File: src/rtl/dig_bcd_conv_if.sv
// dig_bcd_conv_if: CPU bridge write bus into the display BCD front end.
//   addr_from_bg  - 32-bit bus address
//   we_from_bg    - single-cycle write strobe
//   wdata_from_bg - 32-bit write data
// master drives the bus (bridge / testbench), slave receives it (dig_bcd_conv).
interface dig_bcd_conv_if;
  logic [31:0] addr_from_bg;
  logic        we_from_bg;
  logic [31:0] wdata_from_bg;

  modport master (output addr_from_bg, output we_from_bg, output wdata_from_bg);
  modport slave  (input  addr_from_bg, input  we_from_bg, input  wdata_from_bg);
endinterface

File: src/rtl/dig_bcd_conv.sv
// dig_bcd_conv: captures a 32-bit binary value written over the bridge and
// converts it to eight packed BCD digits (digit 0 in [3:0]) using a
// sequential shift-add-3 engine (32 iterations, one per cycle), then commits
// the result. Values above 99,999,999 drive OVF_CODE and raise conv_ovf.
// Optional feature macro: DIG_HEX_BYPASS_EN (raw hex write to BYPASS_ADDR).
// Ports:
//   clk_from_bg     - system clock, rising edge
//   rst_n_from_bg   - asynchronous active-low reset
//   bus             - bridge write bus (dig_bcd_conv_if.slave)
//   disp_data_2_dig - registered packed BCD / raw hex to the display scanner
//   conv_busy       - registered, high while converting or committing
//   conv_ovf        - registered, last committed conversion overflowed
module dig_bcd_conv #(
  parameter logic [31:0] DIG_ADDR    = 32'hFFFF_F000,
  parameter logic [31:0] BYPASS_ADDR = 32'hFFFF_F004,
  parameter logic [31:0] OVF_CODE    = 32'hFFFF_FFFF
) (
  input  logic               clk_from_bg,
  input  logic               rst_n_from_bg,
  dig_bcd_conv_if.slave      bus,
  output logic [31:0]        disp_data_2_dig,
  output logic               conv_busy,
  output logic               conv_ovf
);

  typedef enum logic [1:0] {
    IDLE = 2'd0,
    CONV = 2'd1,
    DONE = 2'd2
  } state_t;

  state_t      state, state_n;
  logic [31:0] bin, bin_n;
  logic [39:0] bcd, bcd_n;
  logic [5:0]  cnt, cnt_n;
  logic [31:0] disp_n;
  logic        ovf_n;
  logic        dig_hit;

  // The two register addresses must be distinct for the decode to make sense.
  if (BYPASS_ADDR == DIG_ADDR) begin : g_addr_clash
    $error("dig_bcd_conv: BYPASS_ADDR must differ from DIG_ADDR");
  end

  assign dig_hit = bus.we_from_bg && (bus.addr_from_bg == DIG_ADDR);

  function automatic logic [39:0] add3(input logic [39:0] v);
    logic [39:0] r;
    r = v;
    for (int unsigned i = 0; i < 10; i++) begin
      if (v[4*i +: 4] >= 4'd5) r[4*i +: 4] = v[4*i +: 4] + 4'd3;
    end
    return r;
  endfunction

  always_comb begin
    logic [39:0] adj;
    state_n = state;
    bin_n   = bin;
    bcd_n   = bcd;
    cnt_n   = cnt;
    disp_n  = disp_data_2_dig;
    ovf_n   = conv_ovf;
    adj     = add3(bcd);

    case (state)
      CONV: begin
        bcd_n = {adj[38:0], bin[31]};
        bin_n = {bin[30:0], 1'b0};
        cnt_n = cnt + 6'd1;
        if (cnt == 6'd31) state_n = DONE;
      end
      DONE: begin
        if (bcd[39:32] == 8'd0) begin
          disp_n = bcd[31:0];
          ovf_n  = 1'b0;
        end else begin
          disp_n = OVF_CODE;
          ovf_n  = 1'b1;
        end
        state_n = IDLE;
      end
      default: ;
    endcase

`ifdef DIG_HEX_BYPASS_EN
    if (!dig_hit && bus.we_from_bg && (bus.addr_from_bg == BYPASS_ADDR)) begin
      disp_n  = bus.wdata_from_bg;
      ovf_n   = 1'b0;
      state_n = IDLE;
    end
`else
`endif

    // A load only overrides the engine registers; a commit already decided in
    // DONE still reaches the outputs, so back-to-back conversions lose nothing.
    if (dig_hit) begin
      bin_n   = bus.wdata_from_bg;
      bcd_n   = '0;
      cnt_n   = '0;
      state_n = CONV;
    end
  end

  always_ff @(posedge clk_from_bg or negedge rst_n_from_bg) begin
    if (!rst_n_from_bg) begin
      state           <= IDLE;
      bin             <= '0;
      bcd             <= '0;
      cnt             <= '0;
      disp_data_2_dig <= '0;
      conv_busy       <= 1'b0;
      conv_ovf        <= 1'b0;
    end else begin
      state           <= state_n;
      bin             <= bin_n;
      bcd             <= bcd_n;
      cnt             <= cnt_n;
      disp_data_2_dig <= disp_n;
      conv_busy       <= (state_n != IDLE);
      conv_ovf        <= ovf_n;
    end
  end

endmodule

File: src/flat_wrapper.sv
// flat-port wrapper written by rule: the top's interface ports become plain ports
module dig_bcd_conv_flat 
#(
  parameter logic [31:0] DIG_ADDR    = 32'hFFFF_F000,
  parameter logic [31:0] BYPASS_ADDR = 32'hFFFF_F004,
  parameter logic [31:0] OVF_CODE    = 32'hFFFF_FFFF
)
  (clk_from_bg, rst_n_from_bg, disp_data_2_dig, conv_busy, conv_ovf, bus_addr_from_bg, bus_we_from_bg, bus_wdata_from_bg);
  dig_bcd_conv_if bus_i ();
  input  logic clk_from_bg;
  input  logic rst_n_from_bg;
  output logic [31:0] disp_data_2_dig;
  output logic conv_busy;
  output logic conv_ovf;
  input wire logic [$bits(bus_i.addr_from_bg)-1:0] bus_addr_from_bg;
  input wire logic [$bits(bus_i.we_from_bg)-1:0] bus_we_from_bg;
  input wire logic [$bits(bus_i.wdata_from_bg)-1:0] bus_wdata_from_bg;
  assign bus_i.addr_from_bg = bus_addr_from_bg;
  assign bus_i.we_from_bg = bus_we_from_bg;
  assign bus_i.wdata_from_bg = bus_wdata_from_bg;
  dig_bcd_conv #(.DIG_ADDR(DIG_ADDR), .BYPASS_ADDR(BYPASS_ADDR), .OVF_CODE(OVF_CODE)) u_core (.clk_from_bg(clk_from_bg), .rst_n_from_bg(rst_n_from_bg), .bus(bus_i), .disp_data_2_dig(disp_data_2_dig), .conv_busy(conv_busy), .conv_ovf(conv_ovf));
endmodule
File: config.mk
export PLATFORM = sky130hd
export DESIGN_NAME = dig_bcd_conv_flat
export DESIGN_NICKNAME = d
export VERILOG_FILES = /design/src/rtl/dig_bcd_conv_if.sv /design/src/rtl/dig_bcd_conv.sv /design/src/flat_wrapper.sv
export SDC_FILE = /design/constraint.sdc
export NUM_CORES = 1
export LEC_CHECK = 0
export ABC_AREA = 1
export CORE_UTILIZATION = 50
export CTS_CLUSTER_SIZE = 12
export DETAILED_ROUTE_END_ITERATION = 8
export GPL_TIMING_DRIVEN = 0
export PLACE_DENSITY = 0.76
export REMOVE_ABC_BUFFERS = 1
export SETUP_SLACK_MARGIN = 0.3
export SYNTH_ARGS = -nofsm -noshare
export SYNTH_HDL_FRONTEND = slang
export SYNTH_SLANG_ARGS = --single-unit
File: constraint.sdc
create_clock -name clk_from_bg -period 1.6 [get_ports clk_from_bg]
set_input_delay 0.16 -clock clk_from_bg [delete_from_list [all_inputs] [get_ports clk_from_bg]]
set_output_delay 0.16 -clock clk_from_bg [all_outputs]
set_load 0.005 [all_outputs]
==> results of run 1 <==
## power groups by stage
stage          Combinational, W  Clock [W]  Sequential (W)
6_report               0.000298    0.00376         0.00288
5_1_grt                0.000326    0.00384         0.00288
4_1_cts                0.000285    0.00347         0.00289
3_5_place_dp           0.000278          0         0.00294
3_3_place_gp           0.000266          0         0.00294
2_1_floorplan         0.0000366          0         0.00294
## worst max-delay path, stage by stage (launching register included)
cell and delay [ps]:
dfrtp_1 390, inv_2 90, ha_4 200, buf_16 170
buf_4 150, buf_12 150, clkinv_16 80, nand2_1 60
a21oi_1 570
## cells in the final DEF (no fill, tap or decap), types with 24 or more instances in the layout
master / count
buf_4: 101
inv_1: 86
nand2_2: 53
inv_2: 31
dlygate4sd2_1: 40
dfrtp_1: 111
nand4_1: 35
dlymetal6s2s_1: 24
clkdlybuf4s50_1: 35
nor2_1: 48
nand2_4: 24
o21ai_2: 31
nand2_1: 215
nand3_1: 40
## per-stage QoR
step	utilization	hold slack (ps)	power [W]	setup WS, ps	TNS, ps
finish	0.903	131	0.00694	-430	-3170
global route	0.903	166	0.00705	-318	-4080
CTS	0.818	149	0.00664	155	0
detailed placement	0.602	13.9	0.00321	-2700	-189750
global placement	0.594	466	0.00320	-4960	-840670
floorplan	-	-136	0.00297	-2870	-188320
## registers in the layout, indices dropped and copies added (netlist names)
| register | count |
|---|---|
| u_core.bcd | 40 |
| u_core.bin | 32 |
| u_core.cnt | 6 |
| u_core.conv_busy | 1 |
| u_core.conv_ovf | 1 |
| u_core.disp_data_2_dig | 32 |
| u_core.state | 2 |
## worst min path at each step
stage	from	cells past startpoint	end
after floorplan	rst_n_from_bg	0	u_core.bcd[0]
after global placement	u_core.conv_ovf	2	u_core.conv_ovf
after detailed placement	rst_n_from_bg	1	u_core.bcd[22]
after CTS	rst_n_from_bg	2	u_core.disp_data_2_dig[20]
after global routing	rst_n_from_bg	2	u_core.disp_data_2_dig[22]
final	rst_n_from_bg	2	u_core.bcd[22]
## kinds of logic after synthesis
kind of cell | count (synthesis)
AO/OA/AOI/OAI | 93
flip-flops | 114
XOR/XNOR | 19
adder cells (fa/ha/maj) | 25
AND/OR/NAND/NOR | 481
buffers and inverters | 170
## final cells by class
class / count / area [um^2]
inverters: 124 / 519
clock buffers: 26 / 479
fillers: 502 / 1220
multi-input cells: 626 / 4200
repair inverters: 11 / 146
repair buffers: 261 / 2930
well taps: 172 / 215
flip-flops and latches: 114 / 2860
clock inverters: 6 / 55.1
## layer usage
| metal | routed length, um | track usage | vias to the layer above | share of wire |
|---|---|---|---|---|
| met4 | 4410 | 0.294 | 2 | 0.12 |
| met1 | 11500 | 0.467 | 4056 | 0.31 |
| met2 | 15300 | 0.664 | 1102 | 0.41 |
| li1 | - | - | 3369 | - |
| met3 | 6070 | 0.130 | 472 | 0.16 |
| met5 | 13 | 0 | - | 0.00035 |
## timing repair
action | 4_1_cts | 5_1_grt
buffers inserted | 104 | 36
resized for setup | 288 | 204
gates cloned | 33 | 2
hold endpoints to repair | 114 | 0
endpoints found under the setup margin | 148 | 114
pin swaps | 77 | 68
hold buffers | 1 | 0
==> results.txt, run 1 <==
Status: finished with violations
Violated checks: design-rule violations, negative setup slack
Drt first pass iters: 9
Xor and xnor area share after synthesis: 0.0257
Post-synth EDFFs: 0
Syn. warnings: 0
Worst Setup Path Type: flop to flop
Prevailing post-synth register cell: dfrtp_1
Top cell types by occurrence after synthesis: nand2_1 (292), inv_1 (117), dfrtp_1 (114), nor2_1 (82), o21ai_0 (71)
Net switching power: 0.00169 W
DRT Wirelength: 37.3 mm
Max Clk Rate: 493 MHz
R2r worst-path depth: 8
Largest net degree at the start of global routing: 97
Worst-path clk slew: 70 ps
Yosys cell types: 25
Die width: 116 um
Ranking of synthesized cells by area: dfrtp_1 (44%), nand2_1 (17%), inv_1 (6.8%)
Max-slew violation count: 0
Unrepaired setup endpoints after global routing: yes
Worst Skew: 28.3 ps
Max Cap Viol: 0
Final setup violation count: 41
Final instance area: 11400 um^2
VDD IR-drop max: 0.000784 V
Setup crit end kind: flop
Area leader, netlist: dfrtp_1
Diode count: 0
RePlAce Congestion: 0.768
Most common cell in the synthesized netlist: nand2_1
DP Area: 7600 um^2
Setup crit start: u_core.state[1]
CTS root buf: clkbuf_16
Synth top area share: 0.440
IO buf count: 100
Vias in the first global route: 7638
Main combinational cell family by area after synthesis: simple AND/OR/NAND/NOR gates
Average cell area after synthesis: 7.19 um^2
Nets: 1247
IO Pins: 101
Drt drc: 21
Mux contribution to synthesized area: 0
Crit share post-route: 1.27
Post-synthesis compound-gate area fraction: 0.0748
Rel. slew slack: 0.542
Sw Ratio: 0.243
Internal cell power: 0.00525 W
Pwr/cell area: 608 nW/um^2
Clk network pwr share: 0.541
Layout cells sized above 1: 0.384
#FFs+latches synth: 114
Cells after Synth: 902
Reg2reg end: u_core.bcd[27]
Full die area: 13400 um^2
Congestion Overflow GR: 0
First-pass GRT wire length: 41.1 mm
ANT nets after route: 0
Post-synth ARST share: 1.00
Setup crit end: u_core.bcd[27]
Maximum clock path buffer count: 2
Wire length per cell: 27.8 um
Worst r2r src: u_core.state[1]
Final WS setup: -430 ps
R2R Setup Slk: -430 ps
Fin crit period: 2030 ps
Final Hold Viols: 0
Detailed Route Iter0 Violations: 1769
CTS Buf Count: 17
Worst Path Arrival: 2310 ps
CORE AREA: 12600 um^2
Synth Area in Simple Gates: 0.307
Final cell count without fillers: 1340
Die height: 116 um
Dpl hpwl: 8.90 mm
P&R area growth vs syn: 75.7%
Share of total power in combinational logic: 0.043
Worst-margin pin slew: 686 ps
Leakage: 5.81 nW
Worst skew pair latency: 460 ps
Initial antenna violation count: 3
Number of vias per cell: 6.72
Worst-path fanout max: 15
Worst Hold Class: primary input to async pin
Total track usage: 0.413
# rows: 41
Clk sinks: 114
CP required: 1880 ps
Area of the mapped netlist: 6490 um^2
Adder-Cell Fraction of Synth Area: 0.0482
Sequential fraction of design power: 0.416
Initial Utilization: 0.514
H-tree depth: 4
Placed Cells: 1132
Kind of start point of the critical path: flop
CTS tree: done
Via count: 9001
Post-synthesis sequential area ratio: 0.440
(Power assumes the default switching activity.)
==> run 2, diff against run 1 <==
--- a/config.mk
+++ b/config.mk
@@ -16,3 +16,4 @@
 export SYNTH_ARGS = -nofsm -noshare
 export SYNTH_HDL_FRONTEND = slang
 export SYNTH_SLANG_ARGS = --single-unit
+export TNS_END_PERCENT = 30
==> results.txt, run 2 (same netlist as run 1, synthesis figures left out) <==
DP Area: 7600 um^2 (unchanged)
IO buf count: 100 (unchanged)
Leakage: 5.34 nW (was 5.81 nW)
Slowest stage delay, CP: 460 ps (was 570 ps)
Congestion Overflow GR: 0 (unchanged)
Fillers: 578 (was 502)
Final Hold Viols: 0 (unchanged)
Initial antenna violation count: 0 (was 3)
Nets: 1221 (was 1247)
ANT nets after route: 0 (unchanged)
Full die area: 13400 um^2 (unchanged)
H-tree depth: 4 (unchanged)
Maximum clock path buffer count: 2 (unchanged)
Crit share post-route: 1.16 (was 1.27)
Drt drc: 0 (was 21)
Number of vias per cell: 6.53 (was 6.72)
Unrepaired setup endpoints after global routing: yes (unchanged)
CTS tree: done (unchanged)
Total track usage: 0.372 (was 0.413)
Worst path slowest cell: dfrtp_1 (was a21oi_1)
Worst Skew: 17.4 ps (was 28.3 ps)
Routed met1 length: 10.5 mm (was 11.5 mm)
IO Pins: 101 (unchanged)
CP required: 1880 ps (about the same)
CTS root buf: clkbuf_16 (unchanged)
Placed Cells: 1132 (unchanged)
Setup crit end kind: flop (unchanged)
Worst-margin pin slew: 535 ps (was 686 ps)
Setup tns final: -6260 ps (was -3170 ps)
Final instance area: 10900 um^2 (was 11400 um^2)
Final WS setup: -263 ps (was -430 ps)
Most common cell after layout, fill and taps aside: nand2_1 (unchanged)
Wire length per cell: 25.7 um (was 27.8 um)
Die height: 116 um (unchanged)
Violated checks: negative setup slack (was design-rule violations, negative setup slack)
Diode count: 0 (unchanged)
Critical-path cell list: inv_2 > ha_4 > nand3_4 > o21ai_4 > buf_6 > buf_12 > o21ai_0 (was inv_2 > ha_4 > buf_16 > buf_4 > buf_12 > clkinv_16 > nand2_1 > a21oi_1)
P&R area growth vs syn: 68.5% (was 75.7%)
RePlAce Congestion: 0.768 (unchanged)
Kind of start point of the critical path: flop (unchanged)
Drt first pass iters: 8 (was 9)
Max Clk Rate: 537 MHz (was 493 MHz)
Largest net degree at the start of global routing: 97 (unchanged)
Most frequent cells in the layout: nand2_1 (227), dfrtp_1 (112), inv_1 (88) (was nand2_1 (215), dfrtp_1 (111), buf_4 (101))
Die width: 116 um (unchanged)
DRT Wirelength: 33.8 mm (was 37.3 mm)
Worst Hold Class: primary input to async pin (unchanged)
Worst skew pair latency: 440 ps (was 460 ps)
VDD IR-drop max: 0.000755 V (was 0.000784 V)
Met2 wire length: 14.1 mm (was 15.3 mm)
Met3 WL post-DR: 5.39 mm (was 6.07 mm)
Rel. slew slack: 0.644 (was 0.542)
Number of flip-flops in the largest register: 40 (unchanged)
Clk sinks: 114 (unchanged)
Max Cap Viol: 0 (unchanged)
Max-slew violation count: 0 (unchanged)
Via count: 8585 (was 9001)
Worst Setup Path Type: flop to flop (unchanged)
Regs by FF count: u_core.bcd (40), u_core.bin (32), u_core.disp_data_2_dig (32) (unchanged)
Layout cells sized above 1: 0.323 (was 0.384)
Detailed Route Iter0 Violations: 1487 (was 1769)
Initial Utilization: 0.514 (unchanged)
Final setup violation count: 45 (was 41)
Status: finished with violations (unchanged)
Dpl hpwl: 8.90 mm (unchanged)
DP Worst Slack: -2700 ps (unchanged)
# rows: 41 (unchanged)
Final cell count without fillers: 1314 (was 1340)
Reg with most FFs: u_core.bcd (unchanged)
First-pass GRT wire length: 37.5 mm (was 41.1 mm)
Top Layer Used: met4 (was met5)
Final Core Density: 0.866 (was 0.903)
Crit-path leading delay family: flip-flops (was buffers and inverters)
Vias in the first global route: 7151 (was 7638)
Fin crit period: 1860 ps (was 2030 ps)
Pwr/cell area: 626 nW/um^2 (was 608 nW/um^2)
WP buf/inv: 3 (was 5)
Worst-path clk slew: 70 ps (about the same)
Worst Path Arrival: 2140 ps (was 2310 ps)
CTS Buf Count: 17 (unchanged)
CORE AREA: 12600 um^2 (unchanged)
Worst-path fanout max: 13 (was 15)
## run 2: cell types whose count changed in the layout (fill, tap and decap cells not counted), moves of 8 or more
cell / delta
nand2_2: -10
nand3_1: +10
nor2_2: -8
buf_4: -18
clkdlybuf4s50_1: +47
o21ai_0: +19
dlymetal6s2s_1: -14
o21ai_1: -13
dlygate4sd2_1: -33
nor2_1: +17
nor2_4: -9
buf_6: -9
nand2_1: +12
o21ai_2: -9
## run 2: worst paths after layout
path	from	to	slack, ps	cells past startpoint
worst max-delay path	u_core.bcd[32]	u_core.disp_data_2_dig[4]	-260	7
worst min-delay path	rst_n_from_bg	u_core.bcd[22]	130	2
worst max register to register	u_core.bcd[32]	u_core.disp_data_2_dig[4]	-260	7
worst min register to register	u_core.disp_data_2_dig[28]	u_core.disp_data_2_dig[28]	500	2
max in group asynchronous	rst_n_from_bg	u_core.bin[27]	690	3
min in group clk_from_bg	bus_addr_from_bg[7]	u_core.bin[30]	240	7
## run 2: area by class of cell
cell class                      instances  area [um^2]  share of cell area
Clock buffer                           26          479              0.0438
Clock inverter                          6         55.1             0.00504
Inverter                              124          514              0.0470
Multi-Input combinational cell        626         3960               0.362
Sequential cell                       114         2860               0.261
Tap cell                              172          215              0.0197
Timing Repair Buffer                  237         2740               0.251
Timing Repair inverter                  9          116              0.0106
## run 2: metrics by stage
stage | total power, W | hold slack (ps)
2_1_floorplan | 0.00297 | -136
3_3_place_gp | 0.00320 | 466
3_5_place_dp | 0.00321 | 13.9
4_1_cts | 0.00664 | 149
5_1_grt | 0.00694 | 163
6_report | 0.00684 | 131
## run 2: metal layers
| metal | global-route usage | vias to the layer above |
|---|---|---|
| li1 | - | 3306 |
| met1 | 0.439 | 3852 |
| met2 | 0.596 | 1017 |
| met3 | 0.105 | 410 |
| met4 | 0.245 | 0 |
| met5 | 0 | - |
## run 2: timing repair
action	CTS	global route
pin swaps	46	57
endpoints found under the setup margin	148	147
resized for setup	155	188
buffers inserted	67	48
gates cloned	28	6
hold buffers	1	0
hold endpoints to repair	114	0
## run 2: power by group
group | switching [W] | leakage (nW) | internal, W
Combinational | 0.000132 | 3.78 | 0.000162
Clock | 0.00146 | 0.266 | 0.00220
Sequential | 0.00000000109 | 1.29 | 0.00288
Total | 0.00159 | 5.34 | 0.00525
